<file path="config.mk">
export PLATFORM = sky130hd
export DESIGN_NAME = alu_iterative_flat
export DESIGN_NICKNAME = d
export VERILOG_FILES = /design/src/rtl/alu_iterative_if.sv /design/src/rtl/alu_iterative.sv /design/src/flat_wrapper.sv
export SDC_FILE = /design/constraint.sdc
export NUM_CORES = 1
export LEC_CHECK = 0
export ABC_AREA = 1
export CORE_ASPECT_RATIO = 1.4
export CORE_MARGIN = 4
export CORE_UTILIZATION = 50
export DETAILED_ROUTE_END_ITERATION = 7
export PLACE_DENSITY_LB_ADDON = 0.3
export RECOVER_POWER = 25
export SYNTH_ARGS = -nofsm -noshare
export SYNTH_HDL_FRONTEND = slang
export SYNTH_SLANG_ARGS = --single-unit
export TNS_END_PERCENT = 50
</file>
<file path="constraint.sdc">
create_clock -name clk -period 4.9 [get_ports clk]
set_clock_uncertainty 0.05 [all_clocks]
set_input_delay 0.98 -clock clk [delete_from_list [all_inputs] [get_ports clk]]
set_output_delay 0.98 -clock clk [all_outputs]
set_load 0.01 [all_outputs]
</file>
<file path="src/rtl/alu_iterative_if.sv">
`default_nettype none
// ============================================================================
//  Module      : alu_iterative_if
//  Description : Request/result bundle between the datapath and the
//                iterative ALU (start/done handshake plus operands/result).
//  Revision    : 1.0 - initial release
// ============================================================================
interface alu_iterative_if #(
    parameter int W = 32
);
    logic         start;
    logic [3:0]   ops;
    logic [W-1:0] a;
    logic [W-1:0] b;
    logic [W-1:0] result;
    logic         zero;
    logic         busy;
    logic         done;
    logic         err;

    // Requester side: datapath issuing operations
    modport master (
        output start, ops, a, b,
        input  result, zero, busy, done, err
    );

    // Executor side: the ALU itself
    modport slave (
        input  start, ops, a, b,
        output result, zero, busy, done, err
    );
endinterface
`default_nettype wire

</file>
<file path="src/rtl/alu_iterative.sv">
`default_nettype none
// ============================================================================
//  Module      : alu_iterative
//  Description : Datapath ALU with start/done handshake. Logic, add/sub,
//                compare and bit-swap finish in one EXEC cycle; multiply,
//                divide and modulo iterate one bit per cycle on a shared
//                shift engine, then pass through EXEC to register results.
//  Revision    : 1.0 - initial release
// ============================================================================
module alu_iterative #(
    parameter int W = 32
) (
    input  wire logic        clk,
    input  wire logic        rst,
    alu_iterative_if.slave   bus
);
    // Iteration counter runs 0..W-1
    localparam int               c_CW   = $clog2(W);
    localparam logic [c_CW-1:0]  c_LAST = c_CW'(W - 1);

    localparam logic [2:0] c_IDLE = 3'd0;
    localparam logic [2:0] c_EXEC = 3'd1;
    localparam logic [2:0] c_MUL  = 3'd2;
    localparam logic [2:0] c_DIV  = 3'd3;
    localparam logic [2:0] c_DONE = 3'd4;

    localparam logic [3:0] c_OP_AND = 4'b0000;
    localparam logic [3:0] c_OP_OR  = 4'b0001;
    localparam logic [3:0] c_OP_ADD = 4'b0010;
    localparam logic [3:0] c_OP_MOD = 4'b0011;
    localparam logic [3:0] c_OP_NOR = 4'b0100;
    localparam logic [3:0] c_OP_MUL = 4'b0101;
    localparam logic [3:0] c_OP_SUB = 4'b0110;
    localparam logic [3:0] c_OP_XOR = 4'b0111;
    localparam logic [3:0] c_OP_DIV = 4'b1000;
    localparam logic [3:0] c_OP_SLT = 4'b1001;
    localparam logic [3:0] c_OP_GEZ = 4'b1011;
    localparam logic [3:0] c_OP_SWP = 4'b1100;
    localparam logic [3:0] c_OP_NOP = 4'b1101;

    logic [2:0]      r_state;
    logic [3:0]      r_ops;
    // r_a: operand A; multiplicand (shifts left) or dividend -> quotient
    logic [W-1:0]    r_a;
    // r_b: operand B; multiplier (shifts right) or fixed divisor
    logic [W-1:0]    r_b;
    // r_acc: product accumulator or partial remainder
    logic [W-1:0]    r_acc;
    logic [c_CW-1:0] r_cnt;
    logic [W-1:0]    r_result;
    logic            r_zero;
    logic            r_err;
    logic            r_busy;
    logic            r_done;

    logic [W-1:0]    w_swap;
    logic [W-1:0]    w_mul_add;
    logic [W:0]      w_rem;
    logic [W:0]      w_diff;
    logic            w_qbit;
    logic            w_b_zero;
    logic            w_div_req;
    logic [W-1:0]    w_res;
    logic            w_err;

    assign bus.result = r_result;
    assign bus.zero   = r_zero;
    assign bus.err    = r_err;
    assign bus.busy   = r_busy;
    assign bus.done   = r_done;

    genvar gi;
    generate
        for (gi = 0; gi < W; gi++) begin : g_swap
            assign w_swap[gi] = r_a[W-1-gi];
        end
    endgenerate

    assign w_b_zero  = (r_b == '0);
    assign w_div_req = ((bus.ops == c_OP_DIV) || (bus.ops == c_OP_MOD)) && (bus.b != '0);

    // One step of the shared engine: shift-add multiply and restoring divide
    always_comb begin
        w_mul_add = r_acc + (r_b[0] ? r_a : '0);
        w_rem     = {r_acc, r_a[W-1]};
        w_diff    = w_rem - {1'b0, r_b};
        w_qbit    = ~w_diff[W];
    end

    // Result selection for the EXEC writeback cycle
    always_comb begin
        w_res = '0;
        w_err = 1'b0;
        case (r_ops)
            c_OP_AND: w_res = r_a & r_b;
            c_OP_OR:  w_res = r_a | r_b;
            c_OP_ADD: w_res = r_a + r_b;
            c_OP_NOR: w_res = ~(r_a | r_b);
            c_OP_SUB: w_res = r_a - r_b;
            c_OP_XOR: w_res = r_a ^ r_b;
            c_OP_MUL: w_res = r_acc;
            // Divide-by-zero skips the engine, so r_a still holds the dividend
            c_OP_MOD: begin
                w_res = w_b_zero ? r_a : r_acc;
                w_err = w_b_zero;
            end
            c_OP_DIV: begin
                w_res = w_b_zero ? '1 : r_a;
                w_err = w_b_zero;
            end
            c_OP_SLT: w_res = {{(W-1){1'b0}}, ($signed(r_a) < $signed(r_b))};
            c_OP_GEZ: w_res = {{(W-1){1'b0}}, ~r_a[W-1]};
            c_OP_SWP: w_res = w_swap;
            c_OP_NOP: w_res = '0;
            default: begin
                w_res = '0;
                w_err = 1'b1;
            end
        endcase
    end

    // Control FSM, operand capture, iteration engine and output registers
    always_ff @(posedge clk) begin
        if (rst) begin
            r_state  <= c_IDLE;
            r_ops    <= '0;
            r_a      <= '0;
            r_b      <= '0;
            r_acc    <= '0;
            r_cnt    <= '0;
            r_result <= '0;
            r_zero   <= 1'b1;
            r_err    <= 1'b0;
            r_busy   <= 1'b0;
            r_done   <= 1'b0;
        end else begin
            r_done <= 1'b0;
            case (r_state)
                c_IDLE: begin
                    if (bus.start) begin
                        r_ops  <= bus.ops;
                        r_a    <= bus.a;
                        r_b    <= bus.b;
                        r_acc  <= '0;
                        r_cnt  <= '0;
                        r_busy <= 1'b1;
                        if (bus.ops == c_OP_MUL) begin
                            r_state <= c_MUL;
                        end else if (w_div_req) begin
                            r_state <= c_DIV;
                        end else begin
                            r_state <= c_EXEC;
                        end
                    end
                end
                c_MUL: begin
                    r_acc <= w_mul_add;
                    r_a   <= r_a << 1;
                    r_b   <= r_b >> 1;
                    if (r_cnt == c_LAST) begin
                        r_cnt   <= '0;
                        r_state <= c_EXEC;
                    end else begin
                        r_cnt <= r_cnt + 1'b1;
                    end
                end
                c_DIV: begin
                    r_acc <= w_qbit ? w_diff[W-1:0] : w_rem[W-1:0];
                    r_a   <= {r_a[W-2:0], w_qbit};
                    if (r_cnt == c_LAST) begin
                        r_cnt   <= '0;
                        r_state <= c_EXEC;
                    end else begin
                        r_cnt <= r_cnt + 1'b1;
                    end
                end
                c_EXEC: begin
                    r_result <= w_res;
                    r_zero   <= (w_res == '0);
                    r_err    <= w_err;
                    r_busy   <= 1'b0;
                    r_done   <= 1'b1;
                    r_state  <= c_DONE;
                end
                c_DONE: begin
                    r_state <= c_IDLE;
                end
                default: begin
                    r_state <= c_IDLE;
                end
            endcase
        end
    end
endmodule
`default_nettype wire
</file>
<file path="src/flat_wrapper.sv">
// flat-port wrapper written by rule: the top's interface ports become plain ports
module alu_iterative_flat 
#(
    parameter int W = 32
)
  (clk, rst, bus_start, bus_ops, bus_a, bus_b, bus_result, bus_zero, bus_busy, bus_done, bus_err);
  alu_iterative_if #(.W(W)) bus_i ();
  input  wire logic clk;
  input  wire logic rst;
  input wire logic [$bits(bus_i.start)-1:0] bus_start;
  input wire logic [$bits(bus_i.ops)-1:0] bus_ops;
  input wire logic [$bits(bus_i.a)-1:0] bus_a;
  input wire logic [$bits(bus_i.b)-1:0] bus_b;
  output wire logic [$bits(bus_i.result)-1:0] bus_result;
  output wire logic [$bits(bus_i.zero)-1:0] bus_zero;
  output wire logic [$bits(bus_i.busy)-1:0] bus_busy;
  output wire logic [$bits(bus_i.done)-1:0] bus_done;
  output wire logic [$bits(bus_i.err)-1:0] bus_err;
  assign bus_i.start = bus_start;
  assign bus_i.ops = bus_ops;
  assign bus_i.a = bus_a;
  assign bus_i.b = bus_b;
  assign bus_result = bus_i.result;
  assign bus_zero = bus_i.zero;
  assign bus_busy = bus_i.busy;
  assign bus_done = bus_i.done;
  assign bus_err = bus_i.err;
  alu_iterative #(.W(W)) u_core (.clk(clk), .rst(rst), .bus(bus_i));
endmodule
</file>
After elaboration in Yosys (flattened, before gate mapping)
Index checks and enable logic that the tools add are counted.
{ "classes": {"n_addsub": 5, "magnitude_cmp": 1, "eq_ne": 21, "n_mux": 23, "bitwise": 6, "n_reduce_logical": 20} }
{ "ops": {"columns": ["op", "count"], "rows": [
  ["one-hot mux 32 bit (12 select lines)", 1],
  ["two-way mux 32 bit", 7],
  ["one-hot mux 32 bit (3 select lines)", 2],
  ["adder 32 bit", 2],
  ["logical NOT 32 bit", 2],
  ["one-hot mux 32 bit (2 select lines)", 1],
  ["subtractor 33 x 32 -> 33 bit", 1],
  ["AND 32 bit", 1],
  ["less-than comparator 32 bit", 1],
  ["NOT 32 bit", 1],
  ["OR 32 bit", 1],
  ["nonzero test 32 bit", 1],
  ["subtractor 32 bit", 1],
  ["bitwise XOR 32 bit", 1],
  ["== test 4 bit (second input constant)", 6],
  ["== test 4 x 3 -> 1 bit (second input constant)", 5],
  ["== test 4 x 2 -> 1 bit (second input constant)", 3],
  ["AND reduction 2 bit", 6],
  ["OR reduction 11 bit", 1],
  ["two-way mux 5 bit", 2],
  ["one-hot mux 5 bit (2 select lines)", 1],
  ["two-way mux 3 bit", 3],
  ["one-hot mux 3 bit (3 select lines)", 1],
  ["== test 3 x 2 -> 1 bit (second input constant)", 2],
  ["17 further kinds", 23]
]} }
{ "word_totals": {"register_bits": 144, "in_bits": 71, "out_inout_bits": 36, "wordCells": 87} }

Depth between registers and ports, before layout
Gate-level depths: netlist of run 1.
{ "depth": {"word_depth": 7, "ltp_mapped": 22} }

Worst setup path after synthesis of run 1
OpenSTA, ideal clock, no wires.
{ "synth_path": {"path_type": "register to register", "from": "register u_core.r_b[0]", "to": "register u_core.r_acc[24]", "setup_time_ns": 0.110, "arrival_ns": 2.521, "required_time_ns": 4.740, "setup_slack_ns": 2.219, "path_stages_with_launch": 19, "path_buffers": 0, "synth_period_minus_slack_ns": 2.681, "cell_sequence": "dfxtp_1 > ha_1 > ha_1 > fa_1 > nand2_1 > nand2_1 > o21ai_0 > o21ai_1 > nand2_1 > nand2_1 > a21oi_1 > inv_1 > nand3_1 > nand3_1 > or2_2 > nand2_1 > nand3_1 > nand2_1 > inv_1"} }
{ "synth_between": {"elab_chain_cells": 3, "word_cells_on_any_way": 5} }
{ "synth_lines": {"columns": ["element", "line", "source"], "rows": [
  ["from (decl)", "alu_iterative.sv:46", "logic [W-1:0] r_b;"],
  ["from (signal assigned)", "alu_iterative.sv:143", "r_b <= bus.b;"],
  ["from (signal assigned)", "alu_iterative.sv:159", "r_b <= r_b >> 1;"],
  ["subtractor 33 x 32 -> 33 bit / two-way mux 32 bit (equally long branches)", "alu_iterative.sv:86, alu_iterative.sv:84", null],
  ["two-way mux 32 bit / adder 32 bit (equally long branches)", "alu_iterative.sv:168, alu_iterative.sv:84", null],
  ["one-hot mux 32 bit (3 select lines) *", "alu_iterative.sv:138", "case (r_state)"],
  ["to (signal assigned)", "alu_iterative.sv:157", "r_acc <= w_mul_add;"],
  ["to (signal assigned)", "alu_iterative.sv:168", "r_acc <= w_qbit ? w_diff[W-1:0] : w_rem[W-1:0];"],
  ["to (decl)", "alu_iterative.sv:48", "logic [W-1:0] r_acc;"]
]} }
Every way passes the cells marked *; elsewhere a longest branch is shown, timed or not.
A chain may end at the register's enable or synchronous reset.

Final worst setup path of run 1
{ "layout_path": {"from": "register u_core.r_state[2]", "to": "register u_core.r_cnt[2]"} }
{ "layout_between": {"elab_chain_cells": 4, "word_cells_on_any_way": 8} }
{ "layout_lines": {"columns": ["element", "line", "source"], "rows": [
  ["from (decl)", "alu_iterative.sv:41", "logic [2:0] r_state;"],
  ["from (signal assigned)", "alu_iterative.sv:125", "r_state <= c_IDLE;"],
  ["from (signal assigned)", "alu_iterative.sv:148", "r_state <= c_MUL;"],
  ["from (signal assigned)", "alu_iterative.sv:150", "r_state <= c_DIV;"],
  ["== test 3 x 2 -> 1 bit", "alu_iterative.sv:138", null],
  ["OR reduction 2 bit (no source line)", null, null],
  ["nonzero test 2 bit (no source line)", null, null],
  ["AND reduction 2 bit (no source line)", null, null],
  ["to (signal assigned)", "alu_iterative.sv:164", "r_cnt <= r_cnt + 1'b1;"],
  ["to (signal assigned)", "alu_iterative.sv:174", "r_cnt <= r_cnt + 1'b1;"],
  ["to (decl)", "alu_iterative.sv:49", "logic [c_CW-1:0] r_cnt;"]
]} }
Parallel ways exist; a longest one is shown, timed or not.

==> results.md, run 1 <==
* Synth Cell Area at 18,540 um^2
* Max-slew violation count at 108
* Vias at 23,440
* Largest net degree at the start of global routing at 78
* Pint at 0.003529 W
* Synth area leader: nand2_1
* Status: finished with violations
* Max stage delay on crit path at 1220 ps
* CP max stage cell: clkbuf_1
* Leak pwr at 10.75 nW
* Final hold violation count at 0
* Layout cells sized above 1 at 3.350%
* Buffers on Ports at 106
* Post-route design area at 20,420 um^2
* Reg clk slew, reported paths at 70 ps
* Sequential power share at 20.1%
* Synth top area share at 19.94%
* Comb power frac at 63.4%
* Clk pwr share at 16.5%
* Worst path arrival time at 4520 ps
* Top_reg_cell synth: dfxtp_1
* Yosys reg bits at 144
* Final setup vio count at 0
* Peak supply drop at 0.0002675 V
* Post-Synth Simple-Gate Area at 38.12%
* Area post-placement at 19,860 um^2
* Drt drc at 0
* CP endpoint kind: flip-flop
* First-pass GRT wire length at 132.4 mm
* Mux cell area share after synthesis at 0%
* Post-CTS resize count at 0
* Number of distinct library cells after synthesis at 52
* DRT Pass-1 Iters at 8
* Initial Util at 50.57%
* Clk buf depth at 2
* Hold_buf cts at 0
* Post-synthesis compound-gate area fraction at 19.61%
* Nets at 3,629
* Antenna violations before repair at 1
* Die height at 235.8 um
* Total CTS buffers at 17
* Cell Rows at 83
* Gr usage total at 43.30%
* P_sw at 0.004618 W
* Slew HR at -9.828%
* Vias in the first global route at 22,480
* HP Class: flip-flop to flip-flop
* DP Wirelength at 71.59 mm
* H-tree levels at 4
* Post-synthesis async set-or-reset flop share at 0%
* Antenna diode count at 0
* Antenna-violating nets left at 0
* Cells on worst reg2reg path at 9
* Post-synthesis net count at 3,595
* Die extent in x at 170.7 um
* Wirelength per Cell at 23.26 um
* Post-Route WL at 90.03 mm
* Post-Syn Instances at 3,356
* Global route total overflow at 0
* Largest family of logic cells by synthesized area: simple AND/OR/NAND/NOR gates
* Max Cap Violations at 2
* Post-CTS setup buffer count at 0
* DR iter-0 viols at 2,609
* Failing checks: capacitance limit, slew limit
* Post-synthesis xor/xnor area fraction at 1.323%
* Crit path time final at 4208 ps
* Clock latency at the later pin of the worst-skew pair at 460 ps
* RSZ-0062 raised after global routing: false
* CP max FO at 34
* Layout area overhead at 10.17%
* Area contributors post-synth: nand2_1 20%, dfxtp_1 16%, ha_1 11%, inv_1 11%, o21ai_0 7.0%
* YS warnings at 0
* Worst endpoint required time at 5210 ps
* Mapped Avg Cell Area at 5.524 um^2
* CTS root buffer: clkbuf_16
* I/O Pins at 107
* Slew @ Worst Pin at 1647 ps
* Pre-CTS WS at 1050 ps
* Crit-path leading delay family: buffers and inverters
* Most numerous cell in the Yosys netlist: nand2_1
* Post-synthesis sequential area ratio at 15.55%
* Period utilisation layout at 85.87%
* Final Worst Setup Slack at 692.4 ps
* Adder and majority gate portion of the synthesized area at 11.50%
* Cell chain of the critical path: inv_1 > nand2_1 > clkbuf_1 > clkinv_1 > clkbuf_2 > nor2_2 > clkbuf_2 > nand2_1 > a221oi_1
* Crit Path Class: flip-flop to flip-flop
* Clock sinks at 144
* Fin Setup TNS at 0 ps
* Vias per cell at 6.057
* Worst setup SP type: flip-flop
* Synth top cells by count: 985 x nand2_1, 520 x inv_1, 339 x nor2_1
* Fillers at 3,873
* GPL Wtd Cong at 1.103
* Critical path depth at 9
* Worst hold stages at 2
* Post-synth EDFFs at 0
* Worst Path Buf+Inv at 5
* Fmax at 0.2377 GHz
* Pwr Density at 398.9 nW/um^2
* Die area at 40,270 um^2
* Sw Share at 56.68%
* CTS tree: yes
* Core ar. at 36,660 um^2
-- sequential cells by signal, summed over array words and instances, names as in the netlist --
name / flops
u_core.bus.result: 32
u_core.r_b: 32
u_core.r_a: 32
u_core.r_state: 3
u_core.r_cnt: 5
u_core.r_ops: 4
u_core.bus.done: 1
u_core.bus.zero: 1
u_core.bus.err: 1
u_core.r_acc: 32
u_core.bus.busy: 1
-- cell type report --
| class | instances | area (um^2) | share of cell area [%] |
|---|---|---|---|
| inverter | 529 | 1986 | 9.722 |
| multi-input combinational | 2560 | 13090 | 64.11 |
| tap | 467 | 584.3 | 2.861 |
| timing repair buffer | 138 | 1303 | 6.377 |
| clock inverter | 15 | 150.1 | 0.7351 |
| sequential | 144 | 2883 | 14.11 |
| clock buffer | 17 | 425.4 | 2.083 |
-- logic make-up (layout without fill, tap and decap cells) --
group / after synthesis / in the layout
adders and majority gates: 168 / 168
buffers and inverters: 652 / 699
AOI/OAI and AO/OA: 657 / 657
xor gates and xnor gates: 28 / 28
and+or+nand+nor: 1707 / 1707
DFF: 144 / 144
-- routing by layer --
metal	up-vias	wire [um]	global-route usage (%)	part of all wire, %
met5	-	14	0	0.016
met4	2	11870	43.08	13
met3	497	8520	8.868	9.5
met2	1477	39590	68.04	44
met1	10580	30040	46.91	33
li1	10890	-	-	-
-- power groups by stage --
stage	logic, W	registers, W	clock network [W]
after floorplan	0.00325	0.00159	0
after CTS	0.00497	0.00162	0.00134
final	0.00517	0.00164	0.00135
after global routing	0.00557	0.00165	0.00139
after detailed placement	0.00495	0.00164	0
after global placement	0.00490	0.00163	0
-- cells in the final DEF (no fill, tap or decap), types with 7 or more instances in the layout --
master,count
inv_2,9
o21ai_1,12
nand3_1,238
o211ai_1,43
nand4_1,30
clkdlybuf4s50_1,68
xor2_1,14
nor3_1,51
nor4_1,14
buf_4,27
clkbuf_16,17
a21oi_1,228
a21o_1,14
nor2_1,336
nand2_1,984
or2_2,10
dfxtp_1,144
o221ai_1,13
nand2_2,8
o21bai_1,7
ha_1,164
o22ai_1,22
o21ai_0,259
inv_1,518
and2_1,7
nor2_2,12
dlygate4sd3_1,38
a31oi_1,39
xnor2_1,14
-- final timing paths --
| kind | startpoint | endpoint | slack, ps |
|---|---|---|---|
| setup / recovery | u_core.r_state[2] | u_core.r_cnt[2] | 690 |
| setup reg to reg | u_core.r_state[2] | u_core.r_cnt[2] | 690 |
| hold reg to reg | u_core.bus.busy | u_core.bus.busy | 420 |
| hold / removal | u_core.bus.busy | u_core.bus.busy | 420 |
-- stage by stage --
| step | hold slack (ps) | util, % | power [W] | instances |
|---|---|---|---|---|
| 6_report | 415.0 | 55.72 | 0.008147 | 3870 |
| 5_1_grt | 433.8 | 55.72 | 0.008601 | 3870 |
| 4_1_cts | 418.8 | 55.75 | 0.007933 | 3870 |
| 3_5_place_dp | 409.2 | 54.18 | 0.006593 | 3838 |
| 3_3_place_gp | 402.5 | 54.18 | 0.006536 | 3838 |
| 2_1_floorplan | 395.3 | - | 0.004845 | 3356 |
-- worst register-to-register path, stage by stage (launching register included) --
cell	delay [ps]
dfxtp_1	330
inv_1	40
nand2_1	200
clkbuf_1	1230
clkinv_1	190
clkbuf_2	560
nor2_2	320
clkbuf_2	740
nand2_1	150
a221oi_1	300
No activity file was read; power rests on OpenSTA's default activity.
==> inputs of run 2 (changes only) <==
--- a/config.mk
+++ b/config.mk
@@ -10,6 +10,7 @@
 export CORE_MARGIN = 4
 export CORE_UTILIZATION = 50
 export DETAILED_ROUTE_END_ITERATION = 7
+export HOLD_SLACK_MARGIN = 0.06
 export PLACE_DENSITY_LB_ADDON = 0.3
 export RECOVER_POWER = 25
 export SYNTH_ARGS = -nofsm -noshare
==> results of run 2 <==
The final DEF is identical to that of run 1; final timing and power are the same.
